--- config.mk ---
export PLATFORM = sky130hd
export DESIGN_NAME = mem_requester_flat
export DESIGN_NICKNAME = d
export VERILOG_FILES = /design/src/rtl/mem_requester_if.sv /design/src/rtl/mem_requester.sv /design/src/flat_wrapper.sv
export SDC_FILE = /design/constraint.sdc
export NUM_CORES = 1
export LEC_CHECK = 0
export ABC_AREA = 1
export CAP_MARGIN = 20
export CORE_UTILIZATION = 49
export DETAILED_ROUTE_END_ITERATION = 12
export PLACE_DENSITY = 0.9
export SETUP_SLACK_MARGIN = 0.2
export SLEW_MARGIN = 20
export SYNTH_ARGS = -nofsm -noshare
export SYNTH_HDL_FRONTEND = slang
export SYNTH_SLANG_ARGS = --single-unit
--- constraint.sdc ---
create_clock -name i_clk -period 3.76 [get_ports i_clk]
set_input_delay 0.564 -clock i_clk [delete_from_list [all_inputs] [get_ports i_clk]]
set_output_delay 0.564 -clock i_clk [all_outputs]
set_load 0.05 [all_outputs]
--- src/rtl/mem_requester_if.sv ---
// Bundles the core request/response channel and the memory controller handshake.
// master is the requester's view; slave is the core-plus-controller side.
interface mem_requester_if #(
    parameter int unsigned AW = 8,
    parameter int unsigned DW = 32
);
    logic          req_valid;
    logic          req_ready;
    logic          req_rw;
    logic [AW-1:0] req_addr;
    logic [DW-1:0] req_wdata;

    logic          rsp_valid;
    logic          rsp_rw;
    logic [DW-1:0] rsp_rdata;
    logic          rsp_err;

    logic          mem_valid;
    logic          mem_rw;
    logic [AW-1:0] mem_addr;
    logic [DW-1:0] mem_wdata;
    logic          mem_oe;
    logic [DW-1:0] mem_rdata;
    logic          mem_ready;

    modport master (
        input  req_valid, req_rw, req_addr, req_wdata, mem_rdata, mem_ready,
        output req_ready, rsp_valid, rsp_rw, rsp_rdata, rsp_err,
        output mem_valid, mem_rw, mem_addr, mem_wdata, mem_oe
    );

    modport slave (
        output req_valid, req_rw, req_addr, req_wdata, mem_rdata, mem_ready,
        input  req_ready, rsp_valid, rsp_rw, rsp_rdata, rsp_err,
        input  mem_valid, mem_rw, mem_addr, mem_wdata, mem_oe
    );
endinterface

--- src/rtl/mem_requester.sv ---
// CPU-side initiator: queues core requests and runs one Valid/ready transaction at a time,
// with a timeout and a release phase that waits for ready to drop before the next issue.
module mem_requester #(
    parameter int unsigned AW      = 8,
    parameter int unsigned DW      = 32,
    parameter int unsigned DEPTH   = 2,
    parameter int unsigned TIMEOUT = 15
) (
    input logic             i_clk,
    input logic             i_reset,
    mem_requester_if.master bus
);
    localparam int unsigned PW         = (DEPTH > 1) ? $clog2(DEPTH) : 1;
    localparam int unsigned CW         = (TIMEOUT > 1) ? $clog2(TIMEOUT) : 1;
    localparam int unsigned TmoLastInt = TIMEOUT - 1;
    localparam logic [PW:0]   FullCount = DEPTH[PW:0];
    localparam logic [CW-1:0] TmoLast   = TmoLastInt[CW-1:0];

    typedef enum logic [1:0] {StIdle, StIssue, StRelease} state_e;

    logic          r_fifo_rw    [DEPTH];
    logic [AW-1:0] r_fifo_addr  [DEPTH];
    logic [DW-1:0] r_fifo_wdata [DEPTH];
    logic [PW-1:0] r_wr_ptr;
    logic [PW-1:0] r_rd_ptr;
    logic [PW:0]   r_count;

    state_e        r_state;
    logic [CW-1:0] r_tmo_cnt;
    logic          r_mem_valid;
    logic          r_mem_rw;
    logic [AW-1:0] r_mem_addr;
    logic [DW-1:0] r_mem_wdata;
    logic          r_mem_oe;
    logic          r_rsp_valid;
    logic          r_rsp_rw;
    logic          r_rsp_err;
    logic [DW-1:0] r_rsp_rdata;

    logic w_full;
    logic w_empty;
    logic w_push;
    logic w_pop;

    assign w_full  = (r_count == FullCount);
    assign w_empty = (r_count == '0);
    // A full FIFO refuses pushes even on a popping edge; ready reflects pre-edge occupancy.
    assign w_push  = bus.req_valid & ~w_full;
    assign w_pop   = (r_state == StIdle) & ~w_empty;

    always_ff @(posedge i_clk) begin
        if (w_push) begin
            r_fifo_rw[r_wr_ptr]    <= bus.req_rw;
            r_fifo_addr[r_wr_ptr]  <= bus.req_addr;
            r_fifo_wdata[r_wr_ptr] <= bus.req_wdata;
        end
    end

    always_ff @(posedge i_clk) begin
        if (!i_reset) begin
            r_wr_ptr <= '0;
            r_rd_ptr <= '0;
            r_count  <= '0;
        end else begin
            if (w_push) begin
                r_wr_ptr <= r_wr_ptr + 1'b1;
            end
            if (w_pop) begin
                r_rd_ptr <= r_rd_ptr + 1'b1;
            end
            if (w_push && !w_pop) begin
                r_count <= r_count + 1'b1;
            end else if (!w_push && w_pop) begin
                r_count <= r_count - 1'b1;
            end
        end
    end

    always_ff @(posedge i_clk) begin
        if (!i_reset) begin
            r_state     <= StIdle;
            r_tmo_cnt   <= '0;
            r_mem_valid <= 1'b0;
            r_mem_rw    <= 1'b1;
            r_mem_addr  <= '0;
            r_mem_wdata <= '0;
            r_mem_oe    <= 1'b0;
            r_rsp_valid <= 1'b0;
            r_rsp_rw    <= 1'b0;
            r_rsp_err   <= 1'b0;
            r_rsp_rdata <= '0;
        end else begin
            r_rsp_valid <= 1'b0;
            case (r_state)
                StIdle: begin
                    if (!w_empty) begin
                        r_mem_rw    <= r_fifo_rw[r_rd_ptr];
                        r_mem_addr  <= r_fifo_addr[r_rd_ptr];
                        r_mem_wdata <= r_fifo_wdata[r_rd_ptr];
                        r_mem_oe    <= ~r_fifo_rw[r_rd_ptr];
                        r_mem_valid <= 1'b1;
                        r_tmo_cnt   <= '0;
                        r_state     <= StIssue;
                    end
                end
                StIssue: begin
                    if (bus.mem_ready) begin
                        if (r_mem_rw) begin
                            r_rsp_rdata <= bus.mem_rdata;
                        end
                        r_rsp_valid <= 1'b1;
                        r_rsp_err   <= 1'b0;
                        r_rsp_rw    <= r_mem_rw;
                        r_mem_valid <= 1'b0;
                        r_mem_oe    <= 1'b0;
                        r_state     <= StRelease;
                    end else if (r_tmo_cnt == TmoLast) begin
                        r_rsp_valid <= 1'b1;
                        r_rsp_err   <= 1'b1;
                        r_rsp_rw    <= r_mem_rw;
                        r_mem_valid <= 1'b0;
                        r_mem_oe    <= 1'b0;
                        r_state     <= StRelease;
                    end else begin
                        r_tmo_cnt <= r_tmo_cnt + 1'b1;
                    end
                end
                StRelease: begin
                    // A ready still high from the last transfer must not complete the next one.
                    if (!bus.mem_ready) begin
                        r_state <= StIdle;
                    end
                end
                default: r_state <= StIdle;
            endcase
        end
    end

    assign bus.req_ready = ~w_full;
    assign bus.mem_valid = r_mem_valid;
    assign bus.mem_rw    = r_mem_rw;
    assign bus.mem_addr  = r_mem_addr;
    assign bus.mem_wdata = r_mem_wdata;
    assign bus.mem_oe    = r_mem_oe;
    assign bus.rsp_valid = r_rsp_valid;
    assign bus.rsp_rw    = r_rsp_rw;
    assign bus.rsp_err   = r_rsp_err;
    assign bus.rsp_rdata = r_rsp_rdata;
endmodule

--- src/flat_wrapper.sv ---
// flat-port wrapper written by rule: the top's interface ports become plain ports
module mem_requester_flat 
#(
    parameter int unsigned AW      = 8,
    parameter int unsigned DW      = 32,
    parameter int unsigned DEPTH   = 2,
    parameter int unsigned TIMEOUT = 15
)
  (i_clk, i_reset, bus_req_valid, bus_req_rw, bus_req_addr, bus_req_wdata, bus_mem_rdata, bus_mem_ready, bus_req_ready, bus_rsp_valid, bus_rsp_rw, bus_rsp_rdata, bus_rsp_err, bus_mem_valid, bus_mem_rw, bus_mem_addr, bus_mem_wdata, bus_mem_oe);
  mem_requester_if #(.AW(AW), .DW(DW)) bus_i ();
  input logic i_clk;
  input logic i_reset;
  input wire logic [$bits(bus_i.req_valid)-1:0] bus_req_valid;
  input wire logic [$bits(bus_i.req_rw)-1:0] bus_req_rw;
  input wire logic [$bits(bus_i.req_addr)-1:0] bus_req_addr;
  input wire logic [$bits(bus_i.req_wdata)-1:0] bus_req_wdata;
  input wire logic [$bits(bus_i.mem_rdata)-1:0] bus_mem_rdata;
  input wire logic [$bits(bus_i.mem_ready)-1:0] bus_mem_ready;
  output wire logic [$bits(bus_i.req_ready)-1:0] bus_req_ready;
  output wire logic [$bits(bus_i.rsp_valid)-1:0] bus_rsp_valid;
  output wire logic [$bits(bus_i.rsp_rw)-1:0] bus_rsp_rw;
  output wire logic [$bits(bus_i.rsp_rdata)-1:0] bus_rsp_rdata;
  output wire logic [$bits(bus_i.rsp_err)-1:0] bus_rsp_err;
  output wire logic [$bits(bus_i.mem_valid)-1:0] bus_mem_valid;
  output wire logic [$bits(bus_i.mem_rw)-1:0] bus_mem_rw;
  output wire logic [$bits(bus_i.mem_addr)-1:0] bus_mem_addr;
  output wire logic [$bits(bus_i.mem_wdata)-1:0] bus_mem_wdata;
  output wire logic [$bits(bus_i.mem_oe)-1:0] bus_mem_oe;
  assign bus_i.req_valid = bus_req_valid;
  assign bus_i.req_rw = bus_req_rw;
  assign bus_i.req_addr = bus_req_addr;
  assign bus_i.req_wdata = bus_req_wdata;
  assign bus_i.mem_rdata = bus_mem_rdata;
  assign bus_i.mem_ready = bus_mem_ready;
  assign bus_req_ready = bus_i.req_ready;
  assign bus_rsp_valid = bus_i.rsp_valid;
  assign bus_rsp_rw = bus_i.rsp_rw;
  assign bus_rsp_rdata = bus_i.rsp_rdata;
  assign bus_rsp_err = bus_i.rsp_err;
  assign bus_mem_valid = bus_i.mem_valid;
  assign bus_mem_rw = bus_i.mem_rw;
  assign bus_mem_addr = bus_i.mem_addr;
  assign bus_mem_wdata = bus_i.mem_wdata;
  assign bus_mem_oe = bus_i.mem_oe;
  mem_requester #(.AW(AW), .DW(DW), .DEPTH(DEPTH), .TIMEOUT(TIMEOUT)) u_core (.i_clk(i_clk), .i_reset(i_reset), .bus(bus_i));
endmodule
==> impl_metrics.tcl <==
set metrics [dict create \
    holdBufCountCts 0 \
    slew_headroom 0.465 \
    diodes 0 \
    die_h_um 115 \
    cts_max_path_buffers 2 \
    viasPerCell 4.83 \
    cts_tree "done" \
    fin_nets 854 \
    fin_crit_ps 2400 \
    fp.dieArea_um2 13300 \
    area_growth_pct 34.8 \
    ant_nets 0 \
    ys_seq_area_frac 0.674 \
    start_util 0.501 \
    gr-total-overflow 0 \
    post_cts_resize_count 0 \
    synthesis.nets 708 \
    cts.clk_slew.worst_paths_ps 60 \
    rsz0062_at_grt "false" \
    dr.first_iter.drc_count 326 \
    worst_pin_slew_ps 802 \
    mostFrequentLayoutCell "clkdlybuf4s50_1" \
    hold_class "flop to flop" \
    report.final.slew_viol_count 0 \
    fp-row-count 41 \
    tns_ps 0 \
    finalHoldViolCount 0 \
    synth_area_um2 6300 \
    fin_crit_sh 0.640 \
    power.density_nw_per_um2 870 \
    cts_buffers 17 \
    root_buffer "clkbuf_16" \
    cap_violations 0 \
    r2r_setup_slack_ps 1630 \
    crit_path_end_kind "primary output" \
    drive_above_1_share 0.0648 \
    grt_max_degree 65 \
    grtUsageTotal 0.210 \
    wl_per_cell_um 14.1 \
    core_area_um2 12600 \
    routabilityCongestion 0.751 \
    dr.pass1.iters 4 \
    vias 4632 \
    worstSetupPathType "flop to primary output" \
    hold_ws_ps 443 \
    status "complete, no violations" \
    ys_ff_latch 171 \
    drc_errors 0 \
    yosys_warnings 0 \
    boundaryPins 156 \
    setup_viol 0 \
    clock.fmax_mhz 416 \
    hpwl_mm 8.83 \
    clk_latency_ps 430 \
    cp.required_ps 3200 \
    cp.arrival_ps 1840 \
    clock_sinks 171 \
    ir_worst_vdd_v 0.000541 \
    final_cell_mix "clkdlybuf4s50_1, nand2_1, nor2_1" \
    die_x_um 115 \
    synth_cells 628 \
    ys_types 27 \
    htree_levels 4 \
    grt_pass1_vias 4530 \
    cp-start-kind "flop" \
    path_max_fanout 4 \
    wl_mm 13.5 \
    grt_first_pass_wirelength_mm 21.0 \
    port_buffers 155 \
    cts_setup_buffers 0 \
    leakage_uw 0.00325 \
    synth.avg_cell_area_um2 10.0 \
    antenna_found_initial 0 \
    skew_ps 8.22 \
]
## worst max-delay path: stages (launching register included)
cell,delay (ps)
dfxtp_1,400
inv_1,110
nand2_1,90
clkdlybuf4s50_1,830
## cell usage after synthesis
library cell  instances  area (um^2)
a21oi_1              41          205
buf_1                 1         3.75
buf_2                11         55.1
buf_4                 4         30.0
buf_6                 7         78.8
clkbuf_1              9         33.8
clkbuf_2              1         5.00
dfxtp_1              89         1780
edfxtp_1             82         2460
ha_1                  3         37.5
inv_1                45          169
inv_2                 4         15.0
nand2_1             140          526
nand2_4               1         11.3
nand3_1               8         40.0
nand3_2               1         10.0
nand3_4               1         17.5
nand3b_1              2         15.0
nand4_1               1         6.26
nor2_1               94          353
nor2_2                1         6.26
nor2_4                1         11.3
nor3_1                1         5.00
o21ai_0              33          165
o21ai_1              44          220
o21ai_2               2         17.5
o21ai_4               1         16.3
## registers in the layout, indices dropped and copies added, names as in the netlist, named ones only
signal / cells
u_core.r_fifo_addr: 16
u_core.r_count: 2
u_core.bus.rsp_rw: 1
u_core.bus.mem_valid: 1
u_core.r_rd_ptr: 1
u_core.bus.mem_addr: 8
u_core.bus.mem_oe: 1
u_core.bus.mem_wdata: 32
u_core.bus.rsp_valid: 1
u_core.r_wr_ptr: 1
u_core.bus.rsp_err: 1
u_core.r_tmo_cnt: 4
u_core.bus.rsp_rdata: 32
u_core.r_fifo_wdata: 64
u_core.r_state: 2
u_core.bus.mem_rw: 1
u_core.r_fifo_rw: 2
## metrics by stage
step	total power, uW	utilization	setup WS (ps)	instances	area (um^2)
2_1_floorplan	4840	-	563	628	6300
3_3_place_gp	5640	0.629	1390	927	7910
3_5_place_dp	5740	0.629	1340	927	7910
4_1_cts	7450	0.676	1330	959	8490
5_1_grt	7810	0.676	1280	959	8490
6_report	7390	0.676	1360	959	8490
## worst paths after layout
path	startpoint	cells past startpoint	endpoint
max reg2reg	u_core.r_rd_ptr$_SDFFE_PN0P_	5	u_core.bus.mem_wdata[21]$_SDFFE_PN0P_
min reg2reg	u_core.bus.rsp_rdata[7]$_SDFFE_PN0P_	2	u_core.bus.rsp_rdata[7]$_SDFFE_PN0P_
max	u_core.r_count[0]$_SDFFE_PN0P_	3	bus_req_ready
min	u_core.bus.rsp_rdata[7]$_SDFFE_PN0P_	2	u_core.bus.rsp_rdata[7]$_SDFFE_PN0P_
## cell families (layout without fill, tap and decap cells)
| kind of cell | after synthesis | in the layout | synth area share |
|---|---|---|---|
| compound gates | 121 | 121 | 0.0991 |
| fa+ha+maj | 3 | 3 | 0.00596 |
| buf+inv | 82 | 241 | 0.0620 |
| flops | 171 | 171 | 0.674 |
| simple gates | 251 | 251 | 0.159 |
## layer usage
metal | wire [um] | global-route usage
met1 | 5270 | 0.227
met2 | 7240 | 0.387
met3 | 642 | 0.0469
met4 | 364 | 0.102
met5 | 0 | 0
## power by group
group          leakage, uW  total (uW)  internal [uW]  switching, uW
clock network     0.000282        1700            996            705
logic              0.00147        2960            935           2030
registers          0.00150        2730           2430            292
total              0.00325        7390           4370           3020
## cell type report
class / instances / area, um^2
tap: 172 / 215
timing repair buffer: 160 / 1580
clock buffer: 18 / 439
fill: 928 / 4080
multi-input combinational: 375 / 1680
sequential: 171 / 4250
clock inverter: 14 / 145
inverter: 49 / 184
Power figures use the tool's default switching activity.
